`config.mk`:
```
export PLATFORM = sky130hd
export DESIGN_NAME = cnf_loader_flat
export DESIGN_NICKNAME = d
export VERILOG_FILES = /design/src/rtl/cnf_loader_if.sv /design/src/rtl/cnf_loader.sv /design/src/flat_wrapper.sv
export SDC_FILE = /design/constraint.sdc
export NUM_CORES = 1
export LEC_CHECK = 0
export ABC_AREA = 1
export ABC_CLOCK_PERIOD_IN_PS = 3900
export BUFFER_PORTS_ARGS = -buffer_cell sky130_fd_sc_hd__buf_2
export CAP_MARGIN = 20
export CORE_MARGIN = 10
export CORE_UTILIZATION = 41
export DETAILED_ROUTE_END_ITERATION = 12
export SLEW_MARGIN = 20
export SYNTH_ARGS = -nofsm -noshare
export SYNTH_HDL_FRONTEND = slang
export SYNTH_SLANG_ARGS = --single-unit
```
`constraint.sdc`:
```
create_clock -name clk -period 3.9 [get_ports clk]
set_input_delay 0.39 -clock clk [delete_from_list [all_inputs] [get_ports clk]]
set_output_delay 0.39 -clock clk [all_outputs]
set_load 0.02 [all_outputs]
```
`src/rtl/cnf_loader_if.sv`:
```
// Literal-stream handshake between a CNF source and cnf_loader.
// The master drives literal beats and the slave (loader) returns lit_ready.
interface cnf_loader_if #(
    parameter int N = 6
);
    localparam int VW = $clog2(N);

    logic          lit_valid;
    logic          lit_ready;
    logic [VW-1:0] lit_var;
    logic          lit_neg;
    logic          lit_eoc;
    logic          lit_eof;

    modport master (
        output lit_valid, lit_var, lit_neg, lit_eoc, lit_eof,
        input  lit_ready
    );

    modport slave (
        input  lit_valid, lit_var, lit_neg, lit_eoc, lit_eof,
        output lit_ready
    );
endinterface

```
`src/rtl/cnf_loader.sv`:
```
// cnf_loader: turns a CNF literal stream into flattened positive/negated clause masks for the
// Schoening solver core. Optional macro CNF_LOADER_DEDUP_EN: repeated literals don't count toward K.
module cnf_loader #(
    parameter int N = 6,
    parameter int M = 5,
    parameter int K = 3
) (
    input  logic                     clk,
    input  logic                     reset,
    cnf_loader_if.slave              lit,
    output logic [N*M-1:0]           array_orig,
    output logic [N*M-1:0]           array_inv,
    output logic [$clog2(M+1)-1:0]   clause_count,
    output logic                     formula_valid,
    output logic                     solver_reset,
    output logic                     err,
    output logic [1:0]               err_code
);
    localparam int CW = $clog2(M+1);
    localparam int VW = $clog2(N);
    localparam int LW = $clog2(K+1);
    localparam logic [CW-1:0] M_C   = CW'(M);
    localparam logic [CW-1:0] ONE_C = CW'(1);
    localparam logic [LW-1:0] K_C   = LW'(K);
    localparam logic [LW-1:0] LONE  = LW'(1);
    localparam logic [VW:0]   N_C   = (VW+1)'(N);

    typedef enum logic [2:0] {IDLE, LOAD, FILL, READY, ERROR} state_e;

    state_e                 state_q, state_d;
    logic [M-1:0][N-1:0]    orig_q, orig_d;
    logic [M-1:0][N-1:0]    inv_q, inv_d;
    logic [CW-1:0]          ci_q, ci_d;
    logic [LW-1:0]          li_q, li_d;
    logic [CW-1:0]          clause_count_q, clause_count_d;
    logic                   formula_valid_q, formula_valid_d;
    logic                   solver_reset_q, solver_reset_d;
    logic                   err_q, err_d;
    logic [1:0]             err_code_q, err_code_d;
    logic                   accept;
    logic                   dup;
    logic [1:0]             beat_err;

    assign lit.lit_ready = (state_q == IDLE) || (state_q == LOAD);
    assign accept        = lit.lit_valid && lit.lit_ready;

    always_comb begin
        state_d         = state_q;
        orig_d          = orig_q;
        inv_d           = inv_q;
        ci_d            = ci_q;
        li_d            = li_q;
        clause_count_d  = clause_count_q;
        formula_valid_d = formula_valid_q;
        solver_reset_d  = solver_reset_q;
        err_d           = err_q;
        err_code_d      = err_code_q;
        dup             = 1'b0;
        beat_err        = 2'b00;

        case (state_q)
            IDLE, LOAD: begin
                if (accept) begin
                    // Slot/variable checks come first so the mask lookups below stay in range.
                    if ({1'b0, lit.lit_var} >= N_C) begin
                        beat_err = 2'b11;
                    end else if (ci_q == M_C) begin
                        beat_err = 2'b10;
                    end else begin
`ifdef CNF_LOADER_DEDUP_EN
                        dup = lit.lit_neg ? inv_q[ci_q][lit.lit_var] : orig_q[ci_q][lit.lit_var];
`else
                        dup = 1'b0;
`endif
                        if (!dup && li_q == K_C) begin
                            beat_err = 2'b01;
                        end
                    end

                    if (beat_err != 2'b00) begin
                        state_d    = ERROR;
                        err_d      = 1'b1;
                        err_code_d = beat_err;
                    end else begin
                        state_d = LOAD;
                        if (lit.lit_neg) begin
                            inv_d[ci_q][lit.lit_var] = 1'b1;
                        end else begin
                            orig_d[ci_q][lit.lit_var] = 1'b1;
                        end
                        if (!dup) begin
                            li_d = li_q + LONE;
                        end
                        if (lit.lit_eoc || lit.lit_eof) begin
                            ci_d           = ci_q + ONE_C;
                            li_d           = '0;
                            clause_count_d = ci_q + ONE_C;
                        end
                        if (lit.lit_eof) begin
                            if (ci_q + ONE_C == M_C) begin
                                state_d         = READY;
                                formula_valid_d = 1'b1;
                                solver_reset_d  = 1'b0;
                            end else begin
                                state_d = FILL;
                            end
                        end
                    end
                end
            end
            FILL: begin
                // Padding slots hold x0 | ~x0, which is always true.
                orig_d[ci_q][0] = 1'b1;
                inv_d[ci_q][0]  = 1'b1;
                ci_d            = ci_q + ONE_C;
                if (ci_q + ONE_C == M_C) begin
                    state_d         = READY;
                    formula_valid_d = 1'b1;
                    solver_reset_d  = 1'b0;
                end
            end
            default: begin
            end
        endcase
    end

    always_ff @(posedge clk) begin
        if (reset) begin
            state_q         <= IDLE;
            orig_q          <= '0;
            inv_q           <= '0;
            ci_q            <= '0;
            li_q            <= '0;
            clause_count_q  <= '0;
            formula_valid_q <= 1'b0;
            solver_reset_q  <= 1'b1;
            err_q           <= 1'b0;
            err_code_q      <= 2'b00;
        end else begin
            state_q         <= state_d;
            orig_q          <= orig_d;
            inv_q           <= inv_d;
            ci_q            <= ci_d;
            li_q            <= li_d;
            clause_count_q  <= clause_count_d;
            formula_valid_q <= formula_valid_d;
            solver_reset_q  <= solver_reset_d;
            err_q           <= err_d;
            err_code_q      <= err_code_d;
        end
    end

    assign array_orig    = orig_q;
    assign array_inv     = inv_q;
    assign clause_count  = clause_count_q;
    assign formula_valid = formula_valid_q;
    assign solver_reset  = solver_reset_q;
    assign err           = err_q;
    assign err_code      = err_code_q;
endmodule

```
`src/flat_wrapper.sv`:
```
// flat-port wrapper written by rule: the top's interface ports become plain ports
module cnf_loader_flat 
#(
    parameter int N = 6,
    parameter int M = 5,
    parameter int K = 3
)
  (clk, reset, array_orig, array_inv, clause_count, formula_valid, solver_reset, err, err_code, lit_lit_valid, lit_lit_var, lit_lit_neg, lit_lit_eoc, lit_lit_eof, lit_lit_ready);
  cnf_loader_if #(.N(N)) lit_i ();
  input  logic clk;
  input  logic reset;
  output logic [N*M-1:0] array_orig;
  output logic [N*M-1:0] array_inv;
  output logic [$clog2(M+1)-1:0] clause_count;
  output logic formula_valid;
  output logic solver_reset;
  output logic err;
  output logic [1:0] err_code;
  input wire logic [$bits(lit_i.lit_valid)-1:0] lit_lit_valid;
  input wire logic [$bits(lit_i.lit_var)-1:0] lit_lit_var;
  input wire logic [$bits(lit_i.lit_neg)-1:0] lit_lit_neg;
  input wire logic [$bits(lit_i.lit_eoc)-1:0] lit_lit_eoc;
  input wire logic [$bits(lit_i.lit_eof)-1:0] lit_lit_eof;
  output wire logic [$bits(lit_i.lit_ready)-1:0] lit_lit_ready;
  assign lit_i.lit_valid = lit_lit_valid;
  assign lit_i.lit_var = lit_lit_var;
  assign lit_i.lit_neg = lit_lit_neg;
  assign lit_i.lit_eoc = lit_lit_eoc;
  assign lit_i.lit_eof = lit_lit_eof;
  assign lit_lit_ready = lit_i.lit_ready;
  cnf_loader #(.N(N), .M(M), .K(K)) u_core (.clk(clk), .reset(reset), .lit(lit_i), .array_orig(array_orig), .array_inv(array_inv), .clause_count(clause_count), .formula_valid(formula_valid), .solver_reset(solver_reset), .err(err), .err_code(err_code));
endmodule
```
# --- Word-level counts from Yosys, hierarchy flattened ---
# Cells that the tools add are included.
totals:
  reg_bits: 76
  latch_bits: 0
  mem_bits_rw: 0
  romBits: 0
  input_bits: 9
  out_inout_bits: 69
  elab_cells: 103
  n_memories: 0
classes:
  addsub: 2
  multipliers: 0
  div_mod_pow: 0
  order_cmp: 5
  eq_ne: 13
  n_shift: 0
  mux: 43
  bitwise: 5
  reduce_logical: 17
op_table:
  columns: ["op", "n"]
  rows:
  - ["$mux W30", 6]
  - ["$or A30 B30 Y30", 4]
  - ["$pmux W30 S2", 2]
  - ["$demux W6 S3", 2]
  - ["$reduce_and A4 Y1", 6]
  - ["$mux W3", 7]
  - ["$mux W1", 14]
  - ["$mux W2", 6]
  - ["$pmux W3 S2", 2]
  - ["$ne A2 B2 Y1 const B", 5]
  - ["$lt A3 B4 Y1 const B", 2]
  - ["$eq A3 B3 Y1 const B", 2]
  - ["$ge A3 B1 Y1 const B", 2]
  - ["$mux W6", 1]
  - ["$ne A2 B1 Y1 const B", 3]
  - ["$reduce_and A3 Y1", 2]
  - ["$pmux W1 S2", 2]
  - ["$reduce_bool A2 Y1", 2]
  - ["$add A3 B1 Y3 const B", 1]
  - ["$demux W1 S3", 1]
  - ["$eq A3 B1 Y1 const B", 1]
  - ["$eq A3 B2 Y1 const B", 1]
  - ["$ge A3 B3 Y1 const B", 1]
  - ["$logic_and A1 B1 Y1", 3]
  - ["6 further kinds", 7]

# --- Longest topological paths before layout ---
depth:
  word_depth: 11
  mapped_depth: 9
  depth_no_buf: 9

# --- Worst setup path after synthesis ---
# No wires, ideal clock.
synth_timing:
  kind: "register to register"
  startpoint: "register u_core.ci_q[1]"
  endpoint: "register u_core.orig_q (netlist bit u_core.array_orig[20])"
  setup_ps: 70
  arrival_ps: 1398
  required_time_ps: 3830
  setup_slack_ps: 2431
  path_stages_with_launch: 10
  n_path_buf: 2
  cell_sequence: "dfxtp_1 > inv_1 > ha_1 > nand2_1 > nand3_2 > nor2_4 > buf_6 > buf_6 > nand4_1 > a21oi_1"
synth_between:
  elab_chain_cells: 9
  elab_cells_between_ends: 20
  cone_classes: "2 x order compare; 2 x eq/ne; 11 x mux; 2 x bitwise; 3 x reduce/logical"
synth_lines:
  columns: ["element", "line_no", "source"]
  rows:
  - ["start: declaration", "cnf_loader.sv:33", "logic [CW-1:0] ci_q, ci_d;"]
  - ["start signal: assignment", "cnf_loader.sv:143", "ci_q <= ci_d;"]
  - ["$lt A3 B4 Y1 (implied by the code) or $ge A3 B1 Y1 (tied branches)", "cnf_loader.sv:89", "orig_d[ci_q][lit.lit_var] = 1'b1;"]
  - ["$logic_and A1 B1 Y1 (implied by the code)", "cnf_loader.sv:89", null]
  - ["$mux W6 (implied by the code)", "cnf_loader.sv:89", null]
  - ["$demux W6 S3", null, null]
  - ["$or A30 B30 Y30 (no source line)", null, null]
  - ["$mux W30", "cnf_loader.sv:86", "if (lit.lit_neg) begin"]
  - ["$mux W30", "cnf_loader.sv:80", "if (beat_err != 2'b00) begin"]
  - ["$mux W30", "cnf_loader.sv:63", "if (accept) begin"]
  - ["$pmux W30 S2", "cnf_loader.sv:61", "case (state_q)"]
  - ["end signal: assignment", "cnf_loader.sv:141", "orig_q <= orig_d;"]
  - ["end: declaration", "cnf_loader.sv:31", "logic [M-1:0][N-1:0] orig_q, orig_d;"]
# Parallel ways exist; a longest one is shown, timed or not. The select of a mux whose other input is x is not followed.
# A chain may end at the register's enable or synchronous reset.

# --- Worst setup path after layout ---
layout_timing:
  startpoint: "register u_core.ci_q[1]"
  endpoint: "register u_core.clause_count_q[0], in the netlist u_core.clause_count[0]"
layout_between:
  elab_chain_cells: 8
layout_lines:
  columns: ["element", "line_no", "source"]
  rows:
  - ["$eq A3 B3 Y1", "cnf_loader.sv:67", "end else if (ci_q == M_C) begin"]
  - ["$mux W2", "cnf_loader.sv:67", null]
  - ["$mux W2", "cnf_loader.sv:65", "if ({1'b0, lit.lit_var} >= N_C) begin"]
  - ["$mux W2", "cnf_loader.sv:63", null]
  - ["$mux W2", "cnf_loader.sv:61", null]
  - ["$reduce_bool A2 Y1", "cnf_loader.sv:80", null]
  - ["$not A1 Y1 (no source line)", null, null]
  - ["$reduce_and A4 Y1 (no source line)", null, null]
  - ["end signal: assignment", "cnf_loader.sv:145", "clause_count_q <= clause_count_d;"]
  - ["end: declaration", "cnf_loader.sv:35", "logic [CW-1:0] clause_count_q, clause_count_d;"]
# No other way between the ends. The select of a mux whose other input is x is not followed.

==> results.md <==
- Status: complete, no violations
- Total grt overflow: 0
- Final Hold Fails: 0
- Fillers: 794
- Most frequent cells in the layout: 77 x buf_2, 76 x dfxtp_1, 71 x inv_1
- Worst Hold Margin: 0.353 ns
- Router iterations before antenna repair: 4
- Peak supply drop: 0.221 mV
- CTS buffer count: 9
- Final setup TNS: 0 ns
- Clock slew at reported path FFs: 0.08 ns
- Relative slew slack: 28.5%
- Fraction of layout instances using a drive strength above 1: 19.8%
- Residual DRC count: 0
- Row cnt: 31
- Setup crit end kind: flip-flop
- Initial antenna violation count: 0
- CP arrival: 2.52 ns
- Power Dens Cells: 415 mW/mm^2
- Die ar.: 0.0116 sq mm
- Worst setup SP type: flip-flop
- Die height: 108 um
- Final net count: 504
- Synthesized area per cell: 7.45 sq um
- Max_cap viols: 0
- Post-synthesis register bit count: 76
- Die Wd: 108 um
- DRT iter0 DRCs: 127
- Post-Place Cell Area: 0.00357 sq mm
- Sink Count: 76
- Tmin final: 2.32 ns
- Mapped Area: 0.00317 sq mm
- Core Area: 0.00737 sq mm
- WL per Instance: 14.0 um
- Overall global routing resource usage: 14.7%
- I/O pin count: 78
- Final Cell Area: 0.00373 sq mm
- Most common cell after layout, fill and taps aside: buf_2
- Detailed-route via count: 2902
- Routability congestion estimate: 0.805
- Post-DP HPWL: 6080 um
- First-pass GRT wire length: 13800 um
- Slew Viols, Final: 0
- Clock Latency Late Sink: 0.35 ns
- Post-route ant nets: 0
- Max Clock Freq: 431 MHz
- CTS tree: built
- Final WL: 8350 um
- Cells after Synth: 425
- Net count after synthesis: 438
- Synthesis-to-layout area growth: 17.7%
- Initial core utilization: 43.0%
- Largest net degree at the start of global routing: 72
- Yosys warns: 0
- Vias per Instance: 4.88
- Period utilization: 59.4%
- Post-CTS Setup Bufs: 0
- Hold buffer count at cts: 0
- Worst path required time: 4.10 ns
- CTS max path bufs: 2
- RSZ-0062 raised after global routing: no
- Count of different cell masters after synthesis: 21
- HP Class: input pin to flip-flop
- Pleak: 0.00160 uW
- H-tree depth: 3
- Port-buffer cells: 77
- Post-CTS sizing: 0
- Measured slew at the worst slew-check pin: 1.07 ns
- Sequential share of the synthesized area: 48.1%
- Root buffer selected by CTS: clkbuf_8
- Setup-failing EPs final: 0
- Worst-path maximum fanout: 57
- Vias in the first global route: 2779
- Clk_skew: 0.0121 ns
- Setup CP Type: flip-flop to flip-flop
[state kept, by name (all words and copies together), names as in the netlist]
| signal | flops |
|---|---|
| u_core.array_inv | 30 |
| u_core.array_orig | 30 |
| u_core.ci_q | 3 |
| u_core.clause_count | 3 |
| u_core.state_q | 3 |
| u_core.err_code | 2 |
| u_core.li_q | 2 |
| u_core.err | 1 |
| u_core.formula_valid | 1 |
| u_core.solver_reset | 1 |
[per-layer routing]
layer | up-vias | wire [um] | GRT usage (%) | share of wire, %
met1 | 1314 | 3750 | 17.8 | 45
met4 | 0 | 137 | 6.01 | 1.6
met5 | - | 0 | 0 | 0
met2 | 60 | 3900 | 23.4 | 47
li1 | 1517 | - | - | -
met3 | 11 | 561 | 4.79 | 6.7
[through the flow]
stage	setup WS, ns	cells	util (%)	total power [uW]
6_report	1.58	595	50.6	1550
5_1_grt	1.29	594	50.5	1620
4_1_cts	1.59	594	50.5	1560
3_5_place_dp	1.62	579	48.4	1050
3_3_place_gp	1.70	579	48.4	1050
2_1_floorplan	2.43	425	-	1000
[cell usage after synthesis]
| library cell | n | area (sq um) |
|---|---|---|
| dfxtp_1 | 76 | 1520 |
| inv_1 | 71 | 267 |
| nor2_1 | 69 | 259 |
| a21oi_1 | 60 | 300 |
| nand4_1 | 50 | 313 |
| nand2_1 | 40 | 150 |
| nand3_1 | 17 | 85.1 |
| clkbuf_1 | 16 | 60.1 |
| o21ai_0 | 5 | 25.0 |
| buf_6 | 4 | 45.0 |
| ha_1 | 4 | 50.1 |
| buf_1 | 2 | 7.51 |
| buf_2 | 2 | 10.0 |
| nor2_4 | 2 | 22.5 |
| a31oi_1 | 1 | 6.26 |
| and2_1 | 1 | 6.26 |
| nand2_2 | 1 | 6.26 |
| nand3_2 | 1 | 10.0 |
| o211a_1 | 1 | 10.0 |
| o21ai_1 | 1 | 5.00 |
| or2_2 | 1 | 6.26 |
[kinds of logic (layout without fill, tap and decap cells)]
logic type	count (synthesis)	after routing	share of synthesized area, %
buffers and inverters	95	165	12.3
AO/OA/AOI/OAI	68	68	10.9
flip-flops	76	76	48.1
adder cells (fa/ha/maj)	4	4	1.58
other	0	1	0
AND/OR/NAND/NOR	182	182	27.1
[report_power, final]
group | switching, uW | internal, uW
clock network | 287 | 224
registers | 15.2 | 797
logic | 167 | 55.8
total | 469 | 1080
[final timing paths]
kind                                                             to                        startpoint  depth (start not counted)  slack (ns)
worst max-delay path            u_core.clause_count[0]$_SDFFE_PP0P_       u_core.ci_q[1]$_SDFFE_PP0P_                          8        1.58
worst max register to register  u_core.clause_count[0]$_SDFFE_PP0P_       u_core.ci_q[1]$_SDFFE_PP0P_                          8        1.58
worst min register to register     u_core.solver_reset$_SDFFE_PP1P_  u_core.solver_reset$_SDFFE_PP1P_                          2        0.45
worst min-delay path                 u_core.state_q[1]$_SDFFE_PP0P_                       lit_lit_eof                          3        0.35
[cell type report]
cell class | instances | area, sq um | area share [%]
clock buffer | 10 | 128 | 3.42
tap | 99 | 124 | 3.32
antenna | 1 | 2.50 | 0.0671
clock inverter | 5 | 30.0 | 0.806
inverter | 71 | 267 | 7.15
multi-input combinational | 254 | 1250 | 33.7
timing repair buffer | 79 | 400 | 10.7
sequential | 76 | 1520 | 40.8
[critical path, cell delays in order, from the launching register on]
cell,delay (ns)
dfxtp_1,0.38
inv_1,0.12
ha_1,0.19
nand2_1,0.12
nand3_2,0.15
nor2_4,0.83
nand2_1,0.20
nand2_1,0.11
a21oi_1,0.06
Power figures use the tool's default switching activity.
